$ cat src/rtl/mskaes_sr_colbuf_if.sv
// Column handshake bundle between the SubBytes output, the ShiftRows buffer
// and the masked MixColumns feeder. One masked byte is 8*D bits, shares of bit b at [b*D +: D].
`timescale 1ns/1ps
interface mskaes_sr_colbuf_if #(
  parameter int D = 2
);
  localparam int W = 8 * D;

  // Both directions use strict valid/ready: a column transfers on the rising
  // clock edge where valid and ready are both high. The producer holds valid and
  // data stable until that edge. Ready never depends on valid.
  logic         in_valid;
  logic         in_ready;
  logic [W-1:0] in_a0;
  logic [W-1:0] in_a1;
  logic [W-1:0] in_a2;
  logic [W-1:0] in_a3;

  logic         out_valid;
  logic         out_ready;
  logic [W-1:0] out_b0;
  logic [W-1:0] out_b1;
  logic [W-1:0] out_b2;
  logic [W-1:0] out_b3;
  logic [1:0]   out_idx;
  logic         out_last;

  modport slave (
    input  in_valid, in_a0, in_a1, in_a2, in_a3, out_ready,
    output in_ready, out_valid, out_b0, out_b1, out_b2, out_b3, out_idx, out_last
  );

  modport master (
    output in_valid, in_a0, in_a1, in_a2, in_a3, out_ready,
    input  in_ready, out_valid, out_b0, out_b1, out_b2, out_b3, out_idx, out_last
  );
endinterface

$ cat src/rtl/mskaes_sr_colbuf.sv
// Masked column buffer: collects four SubBytes columns, then streams them out
// one per cycle with ShiftRows applied. Purely sharewise byte routing.
`timescale 1ns/1ps
module mskaes_sr_colbuf #(
  parameter int D = 2
) (
  input  logic                clk,
  input  logic                nrst,
  mskaes_sr_colbuf_if.slave   bus,
  output logic                dbg_state_o
);
  localparam int W = 8 * D;

  typedef enum logic {
    FILL  = 1'b0,
    DRAIN = 1'b1
  } state_e;

  state_e       state_q, state_d;
  logic [1:0]   cnt_q, cnt_d;
  logic [W-1:0] s_q [4][4];

  logic         wr_en;
  logic         in_ready;
  logic         out_valid;
  logic [W-1:0] in_col [4];
  logic [W-1:0] out_col [4];
  logic [1:0]   sel_col [4];

  assign in_col[0] = bus.in_a0;
  assign in_col[1] = bus.in_a1;
  assign in_col[2] = bus.in_a2;
  assign in_col[3] = bus.in_a3;

  // cnt is the fill column while filling and the presented column while draining.
  always_comb begin
    state_d   = state_q;
    cnt_d     = cnt_q;
    wr_en     = 1'b0;
    in_ready  = 1'b0;
    out_valid = 1'b0;
    case (state_q)
      FILL: begin
        in_ready = 1'b1;
        if (bus.in_valid) begin
          wr_en = 1'b1;
          cnt_d = cnt_q + 2'd1;
          if (cnt_q == 2'd3) state_d = DRAIN;
        end
      end
      DRAIN: begin
        out_valid = 1'b1;
        if (bus.out_ready) begin
          cnt_d = cnt_q + 2'd1;
          if (cnt_q == 2'd3) state_d = FILL;
        end
      end
      default: begin
        state_d = FILL;
        cnt_d   = 2'd0;
      end
    endcase
  end

  always_ff @(posedge clk or negedge nrst) begin
    if (!nrst) begin
      state_q <= FILL;
      cnt_q   <= 2'd0;
    end else begin
      state_q <= state_d;
      cnt_q   <= cnt_d;
    end
  end

  always_ff @(posedge clk or negedge nrst) begin
    if (!nrst) begin
      for (int c = 0; c < 4; c++) begin
        for (int r = 0; r < 4; r++) begin
          s_q[c][r] <= '0;
        end
      end
    end else if (wr_en) begin
      for (int r = 0; r < 4; r++) begin
        s_q[cnt_q][r] <= in_col[r];
      end
    end
  end

  // ShiftRows: row r of output column c comes from stored column (c + r) mod 4.
  always_comb begin
    for (int r = 0; r < 4; r++) begin
      sel_col[r] = cnt_q + 2'(r);
      out_col[r] = s_q[sel_col[r]][r];
    end
  end

  assign bus.in_ready  = in_ready;
  assign bus.out_valid = out_valid;
  assign bus.out_b0    = out_col[0];
  assign bus.out_b1    = out_col[1];
  assign bus.out_b2    = out_col[2];
  assign bus.out_b3    = out_col[3];
  assign bus.out_idx   = cnt_q;
  assign bus.out_last  = (state_q == DRAIN) && (cnt_q == 2'd3);

  assign dbg_state_o   = state_q;
endmodule

$ cat src/flat_wrapper.sv
// flat-port wrapper written by rule: the top's interface ports become plain ports
module mskaes_sr_colbuf_flat 
#(
  parameter int D = 2
)
  (clk, nrst, dbg_state_o, bus_in_valid, bus_in_a0, bus_in_a1, bus_in_a2, bus_in_a3, bus_out_ready, bus_in_ready, bus_out_valid, bus_out_b0, bus_out_b1, bus_out_b2, bus_out_b3, bus_out_idx, bus_out_last);
  mskaes_sr_colbuf_if #(.D(D)) bus_i ();
  input  logic clk;
  input  logic nrst;
  output logic dbg_state_o;
  input wire logic [$bits(bus_i.in_valid)-1:0] bus_in_valid;
  input wire logic [$bits(bus_i.in_a0)-1:0] bus_in_a0;
  input wire logic [$bits(bus_i.in_a1)-1:0] bus_in_a1;
  input wire logic [$bits(bus_i.in_a2)-1:0] bus_in_a2;
  input wire logic [$bits(bus_i.in_a3)-1:0] bus_in_a3;
  input wire logic [$bits(bus_i.out_ready)-1:0] bus_out_ready;
  output wire logic [$bits(bus_i.in_ready)-1:0] bus_in_ready;
  output wire logic [$bits(bus_i.out_valid)-1:0] bus_out_valid;
  output wire logic [$bits(bus_i.out_b0)-1:0] bus_out_b0;
  output wire logic [$bits(bus_i.out_b1)-1:0] bus_out_b1;
  output wire logic [$bits(bus_i.out_b2)-1:0] bus_out_b2;
  output wire logic [$bits(bus_i.out_b3)-1:0] bus_out_b3;
  output wire logic [$bits(bus_i.out_idx)-1:0] bus_out_idx;
  output wire logic [$bits(bus_i.out_last)-1:0] bus_out_last;
  assign bus_i.in_valid = bus_in_valid;
  assign bus_i.in_a0 = bus_in_a0;
  assign bus_i.in_a1 = bus_in_a1;
  assign bus_i.in_a2 = bus_in_a2;
  assign bus_i.in_a3 = bus_in_a3;
  assign bus_i.out_ready = bus_out_ready;
  assign bus_in_ready = bus_i.in_ready;
  assign bus_out_valid = bus_i.out_valid;
  assign bus_out_b0 = bus_i.out_b0;
  assign bus_out_b1 = bus_i.out_b1;
  assign bus_out_b2 = bus_i.out_b2;
  assign bus_out_b3 = bus_i.out_b3;
  assign bus_out_idx = bus_i.out_idx;
  assign bus_out_last = bus_i.out_last;
  mskaes_sr_colbuf #(.D(D)) u_core (.clk(clk), .nrst(nrst), .bus(bus_i), .dbg_state_o(dbg_state_o));
endmodule
$ cat config.mk
export PLATFORM = sky130hd
export DESIGN_NAME = mskaes_sr_colbuf_flat
export DESIGN_NICKNAME = d
export VERILOG_FILES = /design/src/rtl/mskaes_sr_colbuf_if.sv /design/src/rtl/mskaes_sr_colbuf.sv /design/src/flat_wrapper.sv
export SDC_FILE = /design/constraint.sdc
export NUM_CORES = 1
export LEC_CHECK = 0
export ABC_CLOCK_PERIOD_IN_PS = 5300
export CAP_MARGIN = 20
export CORE_ASPECT_RATIO = 0.8
export CORE_MARGIN = 4
export CORE_UTILIZATION = 45
export CTS_CLUSTER_SIZE = 16
export DETAILED_ROUTE_END_ITERATION = 6
export PLACE_DENSITY = 0.66
export SYNTH_ARGS = -nofsm -noshare
export SYNTH_HDL_FRONTEND = slang
export SYNTH_SLANG_ARGS = --single-unit
$ cat constraint.sdc
create_clock -name clk -period 5.3 [get_ports clk]
set_input_delay 0.53 -clock clk [delete_from_list [all_inputs] [get_ports clk]]
set_output_delay 0.53 -clock clk [all_outputs]
set_load 0.02 [all_outputs]
==> results.json, run 1 <==
{
  "p_leak_nw": 6.679,
  "setup_viol": 0,
  "syn_nets": 712,
  "holdBufCountCts": 0,
  "area_growth_pct": 18.51,
  "grt_pass1_vias": 7036,
  "synth-compound-area-share_pct": 0.04097,
  "cts_buffers": 27,
  "fin_tns_setup_ps": 0,
  "antenna_cells": 0,
  "relSlewSlack_pct": 29.29,
  "hp-class": "input pin to asynchronous set/reset pin",
  "io_buffers": 137,
  "drv_cap": 0,
  "startpoint_type": "flip-flop",
  "htree_num_levels": 1,
  "ant_nets": 0,
  "required_ps": 4770,
  "cts_buffer_depth": 3,
  "num_rows": 53,
  "yosys-top-cells-area": "dfrtp_1, mux2_4, mux4_2",
  "design.core.area_um2": 26530,
  "cts_tree": "yes",
  "syn_area_per_cell_um2": 19.09,
  "cp_max_fo": 30,
  "via_per_inst": 5.352,
  "power_density_nw_per_um2": 761.1,
  "yosys.area.top_type": "dfrtp_1",
  "vias": 6155,
  "total_power_mw": 11.02,
  "clk_pin_slew_worst_paths_ps": 60,
  "grt_usage_pct": 17.42,
  "synthTopCellsByCount": "dfrtp_1, mux2_4, mux2_2",
  "synthSimpleGateAreaFrac_pct": 0.4507,
  "synth_top_family_by_area": "multiplexers",
  "drc": 0,
  "synth_seq_cells": 259,
  "end_kind": "output port",
  "cts_num_sinks": 259,
  "netlist.area_leader.share_pct": 53.06,
  "wire_per_inst_um": 22.41,
  "cts_resized": 0,
  "arrival_ps": 3820,
  "crit_type": "flip-flop to output port",
  "die_y_um": 155.4,
  "drt-total-wl_mm": 25.77,
  "drive_gt1_share_pct": 48.30,
  "clk_latency_ps": 520,
  "cts_root_buf": "clkbuf_16",
  "grt-ovfl-total": 0,
  "run_status": "finished clean",
  "drt_iter0_markers": 258,
  "muxShareOfSynthArea_pct": 41.10,
  "grt_antenna_before_repair": 0,
  "ys_types": 18,
  "rsz0062_at_grt": "false",
  "ys.warnings.count": 0,
  "vdd_ir_drop_max_v": 0.0004880,
  "regToRegSetupSlack_ps": 1970,
  "synthXorXnorAreaFrac_pct": 0.07170,
  "synth_edf_count": 0,
  "skew_ps": 7.023,
  "post_cts_buffers": 0,
  "synth_area_um2": 12220,
  "initial_core_util_pct": 46.05,
  "dp_hpwl_mm": 15.69,
  "synth_cells": 640,
  "synth.most_common_cell": "dfrtp_1",
  "synth_fa_ha_area_share_pct": 0.4097,
  "hold_viol_final": 0,
  "max_stage_delay_ps": 910,
  "synth-main-ff-cell": "dfrtp_1",
  "setup_slack_ps": 951.4,
  "finalNetCount": 846,
  "timing.final.crit_share_pct": 82.05,
  "grt_max_degree": 137,
  "finalCriticalPeriod_ps": 4349,
  "die_area_um2": 29860,
  "synth-seq-area-share_pct": 53.06,
  "die_x_um": 192.2,
  "grt_pass1_wl_mm": 41.15,
  "async_flop_share_pct": 100.0,
  "drv_slew": 0,
  "crit_chain": "inv_1 > ha_1 > buf_4 > mux4_2 > clkdlybuf4s50_1",
  "dp_slack_ps": 1449,
  "place.gp.congestion": 0.7688,
  "max_slew.worst_pin.slew_ps": 1061,
  "io_pins": 138,
  "max_freq_ghz": 0.2300,
  "cp_slowest_cell": "ha_1",
  "drt_first_pass_iters": 4
}
-- path summary, 6_finish.rpt --
| path | from | end | cells past startpoint |
|---|---|---|---|
| worst min register to register | u_core.s_q[29]$_DFFE_PN0P_ | u_core.s_q[29]$_DFFE_PN0P_ | 1 |
| worst max register to register | u_core.bus.out_idx[0]$_DFFE_PN0P_ | u_core.s_q[54]$_DFFE_PN0P_ | 5 |
| min in group clk | u_core.s_q[29]$_DFFE_PN0P_ | u_core.s_q[29]$_DFFE_PN0P_ | 1 |
| worst max-delay path | u_core.bus.out_idx[0]$_DFFE_PN0P_ | bus_out_b1[13] | 5 |
| max in group asynchronous | nrst | u_core.s_q[64]$_DFFE_PN0P_ | 2 |
| worst min-delay path | nrst | u_core.s_q[243]$_DFFE_PN0P_ | 1 |
-- cell usage in the layout (no fill, tap or decap), types with 2 or more instances in the layout --
| master | n |
|---|---|
| bufinv_16 | 3 |
| ha_1 | 4 |
| mux4_2 | 64 |
| inv_1 | 3 |
| clkbuf_1 | 2 |
| clkinv_2 | 6 |
| clkdlybuf4s50_1 | 136 |
| dfrtp_1 | 257 |
| buf_4 | 12 |
| mux2_2 | 77 |
| clkinvlp_4 | 2 |
| clkbuf_16 | 27 |
| and2_1 | 2 |
| clkbuf_8 | 7 |
| mux2_4 | 180 |
| nand3b_1 | 3 |
-- registers in the layout, summed over array words and instances (netlist names) --
signal              flops
u_core.dbg_state_o      1
u_core.bus.out_idx      2
u_core.s_q            256
-- final cells by class --
| class | instances | area [um2] |
|---|---|---|
| clock buffers | 36 | 779.5 |
| clock inverters | 12 | 146.4 |
| fillers | 2061 | 12050 |
| inverters | 3 | 11.26 |
| multi-input cells | 334 | 5140 |
| flip-flops and latches | 259 | 6486 |
| well taps | 357 | 446.7 |
| repair buffers | 149 | 1466 |
-- per-stage QoR --
step | cells | hold slack [ps] | instance area, um2 | utilization [%]
after floorplan | 640 | 234.4 | 12220 | -
after global placement | 1102 | 481.8 | 13550 | 51.08
after detailed placement | 1102 | 489.4 | 13550 | 51.08
after CTS | 1150 | 143.7 | 14480 | 54.58
after global routing | 1150 | 153.5 | 14480 | 54.58
final | 1150 | 51.36 | 14480 | 54.58
-- report_power, final --
group          total, mW  switching (mW)  internal, mW  leakage, nW
logic               5.43            2.17          3.27         3.13
registers           3.63           0.631          3.00         3.09
clock network       1.96           0.780          1.18        0.458
total               11.0            3.58          7.44         6.68
-- logic make-up (layout without fill, tap and decap cells) --
| kind of cell | count (synthesis) | in the layout |
|---|---|---|
| compound gates | 1 | 1 |
| xor+xnor | 1 | 1 |
| fa+ha+maj | 4 | 4 |
| buf+inv | 47 | 200 |
| flops | 259 | 259 |
| mux | 322 | 322 |
| simple gates | 6 | 6 |
-- critical path: cells and delay by family, from the launching register on --
| kind | cells | cell delay (ps) |
|---|---|---|
| buffers and inverters | 3 | 1180 |
| adder cells (fa/ha/maj) | 1 | 910 |
| flip-flops | 1 | 820 |
| multiplexers | 1 | 380 |
-- per-layer routing --
layer | up-vias | GRT usage [%] | wire length (um)
li1 | 2653 | - | -
met1 | 3337 | 23.67 | 11360
met2 | 132 | 29.73 | 12850
met3 | 33 | 3.253 | 1066
met4 | 0 | 3.327 | 494
met5 | - | 0 | 0
(Power assumes the default switching activity.)
==> inputs of run 2 (changes only) <==
ABC_CLOCK_PERIOD_IN_PS = 4300   (was 5300)
clock period = 4.3 ns   (was 5.3 ns; I/O delays follow)
==> run 2 against run 1 <==
  * First-iteration DRC count down 17%
  * Largest power group unchanged
  * Register-to-register slack worse by 330 ps
  * Cell count up 0.43%
  * Global-route usage down 0.055 points
  * Sequential power up 24%
  * Wire length up 0.39%
  * Core utilization up 0.39 points
  * Critical endpoint is now bus_out_b1[5]
  * Final area up 0.72%
==> results.json, run 2 (synthesized netlist as in run 1, its figures left out) <==
{
  "run_status": "finished clean",
  "drt-total-wl_mm": 25.87,
  "num_rows": 53,
  "setup_slack_ps": 651.8,
  "post_cts_buffers": 0,
  "p_comb_share_pct": 48.9,
  "holdBufCountCts": 0,
  "io_pins": 138,
  "vias": 6180,
  "ant_nets": 0,
  "max_slew.worst_pin.slew_ps": 1067,
  "arrival_ps": 3220,
  "setup_viol": 0,
  "grt_usage_pct": 17.37,
  "crit_chain": "inv_1 > ha_1 > buf_4 > mux4_2 > clkdlybuf4s50_1",
  "via_per_inst": 5.351,
  "swShare_pct": 32.36,
  "cts_buffers": 28,
  "power_density_nw_per_um2": 941.1,
  "htree_num_levels": 1,
  "nFillCells": 2050,
  "p_seq_share_pct": 32.9,
  "crit_type": "flip-flop to output port",
  "drc": 0,
  "wire_per_inst_um": 22.40,
  "rsz0062_at_grt": "false",
  "cts_tree": "yes",
  "hold_viol_final": 0,
  "die_x_um": 192.2,
  "mostFrequentLayoutCell": "dfrtp_1",
  "largest_register_ffs": 256,
  "cts_root_buf": "clkbuf_16",
  "whs_ps": 21.74,
  "cts_resized": 0,
  "intPower_mw": 9.281,
  "grt_pass1_vias": 7112,
  "io_buffers": 137,
  "max_stage_delay_ps": 910,
  "grt_use_met1_pct": 23.90,
  "drive_gt1_share_pct": 47.87,
  "drt_first_pass_iters": 4,
  "grt_max_degree": 141,
  "dp_hpwl_mm": 15.90,
  "finalCriticalPeriod_ps": 3648,
  "die_y_um": 155.4,
  "cp_max_fo": 33,
  "power_switching_mw": 4.441,
  "cts_buffer_depth": 3,
  "area_growth_pct": 19.36,
  "finalNetCount": 848,
  "drt_iter0_markers": 215,
  "startpoint_type": "flip-flop",
  "hp-class": "input pin to asynchronous set/reset pin",
  "grt-ovfl-total": 0,
  "drv_cap": 0,
  "place.gp.congestion": 0.7119,
  "fin_util_pct": 54.97,
  "grt_pass1_wl_mm": 41.21,
  "layout_common_cells": "dfrtp_1, mux2_4, clkdlybuf4s50_1, mux2_2, mux4_2",
  "cp_slowest_cell": "dfrtp_4",
  "clk_latency_ps": 530,
  "relSlewSlack_pct": 28.86,
  "regMostFlops": "u_core.s_q",
  "grt_antenna_before_repair": 0,
  "cts_num_sinks": 259,
  "dp_slack_ps": 1179,
  "die_area_um2": 29860,
  "clk_pin_slew_worst_paths_ps": 60,
  "required_ps": 3870,
  "initial_core_util_pct": 46.05,
  "p_leak_nw": 6.717,
  "end_kind": "output port",
  "antenna_cells": 0,
  "fin_tns_setup_ps": 0,
  "design.core.area_um2": 26530,
  "grt_busiest_layer": "met2",
  "vdd_ir_drop_max_v": 0.0006393,
  "use_met3_pct": 3.948,
  "drv_slew": 0,
  "max_freq_ghz": 0.2741,
  "timing.final.crit_share_pct": 84.84,
  "gr-usage-met2_pct": 28.51,
  "skew_ps": 12.97,
  "p_clk_share_pct": 18.2
}
==> run 2: cell types whose count changed in the layout (fill, tap and decap cells not counted) <==
cell	change
buf_12	+4
buf_4	-3
clkbuf_1	+6
clkbuf_16	+2
clkinv_2	-3
inv_8	-1
==> run 2: cell type report <==
type,instances,area (um2),share of cell area (%)
Sequential cell,259,6486,44.49
Multi-Input combinational cell,334,5140,35.25
Timing Repair Buffer,150,1524,10.45
Tap cell,357,446.7,3.064
Clock inverter,8,120.1,0.8238
Inverter,3,11.26,0.07723
Clock buffer,44,852.1,5.844
==> run 2: power groups by stage <==
stage	clock [mW]	combinational, mW	sequential [mW]
floorplan	0	4.88	4.15
global placement	0	6.64	4.43
detailed placement	0	6.78	4.52
CTS	2.56	6.81	4.51
global route	2.66	7.08	4.66
finish	2.50	6.71	4.51
==> run 2: stage by stage <==
| stage | std cells | power, mW | instance area (um2) |
|---|---|---|---|
| finish | 1155 | 13.72 | 14580 |
| global route | 1155 | 14.40 | 14580 |
| CTS | 1155 | 13.88 | 14580 |
| detailed placement | 1103 | 11.30 | 13610 |
| global placement | 1103 | 11.07 | 13610 |
| floorplan | 640 | 9.039 | 12220 |
==> run 2: final timing paths <==
path                                              startpoint                           to  slack, ps  depth (start not counted)
setup / recovery           u_core.bus.out_idx[0]$_DFFE_PN0P_                bus_out_b1[5]        650                          5
max in group asynchronous                               nrst   u_core.s_q[43]$_DFFE_PN0P_       3260                          2
setup reg to reg           u_core.bus.out_idx[0]$_DFFE_PN0P_   u_core.s_q[52]$_DFFE_PN0P_       1640                          4
hold / removal                                          nrst  u_core.s_q[242]$_DFFE_PN0P_         20                          1
hold reg to reg                   u_core.s_q[47]$_DFFE_PN0P_   u_core.s_q[47]$_DFFE_PN0P_        500                          1
min in group clk                  u_core.s_q[47]$_DFFE_PN0P_   u_core.s_q[47]$_DFFE_PN0P_        500                          1
==> run 2: worst max-delay path, delay by kind of cell (launching register included) <==
kind	cells	cell delay, ps
adders and majority gates	1	360
buffers and inverters	3	1050
DFF	1	910
muxes	1	360
==> run 2: layer usage <==
metal,share of wire (%),wire [um],vias up
met5,0,0,-
met4,2.0,516,0
met3,5.1,1332,40
met2,48,12470,128
met1,45,11550,3352
li1,-,-,2660
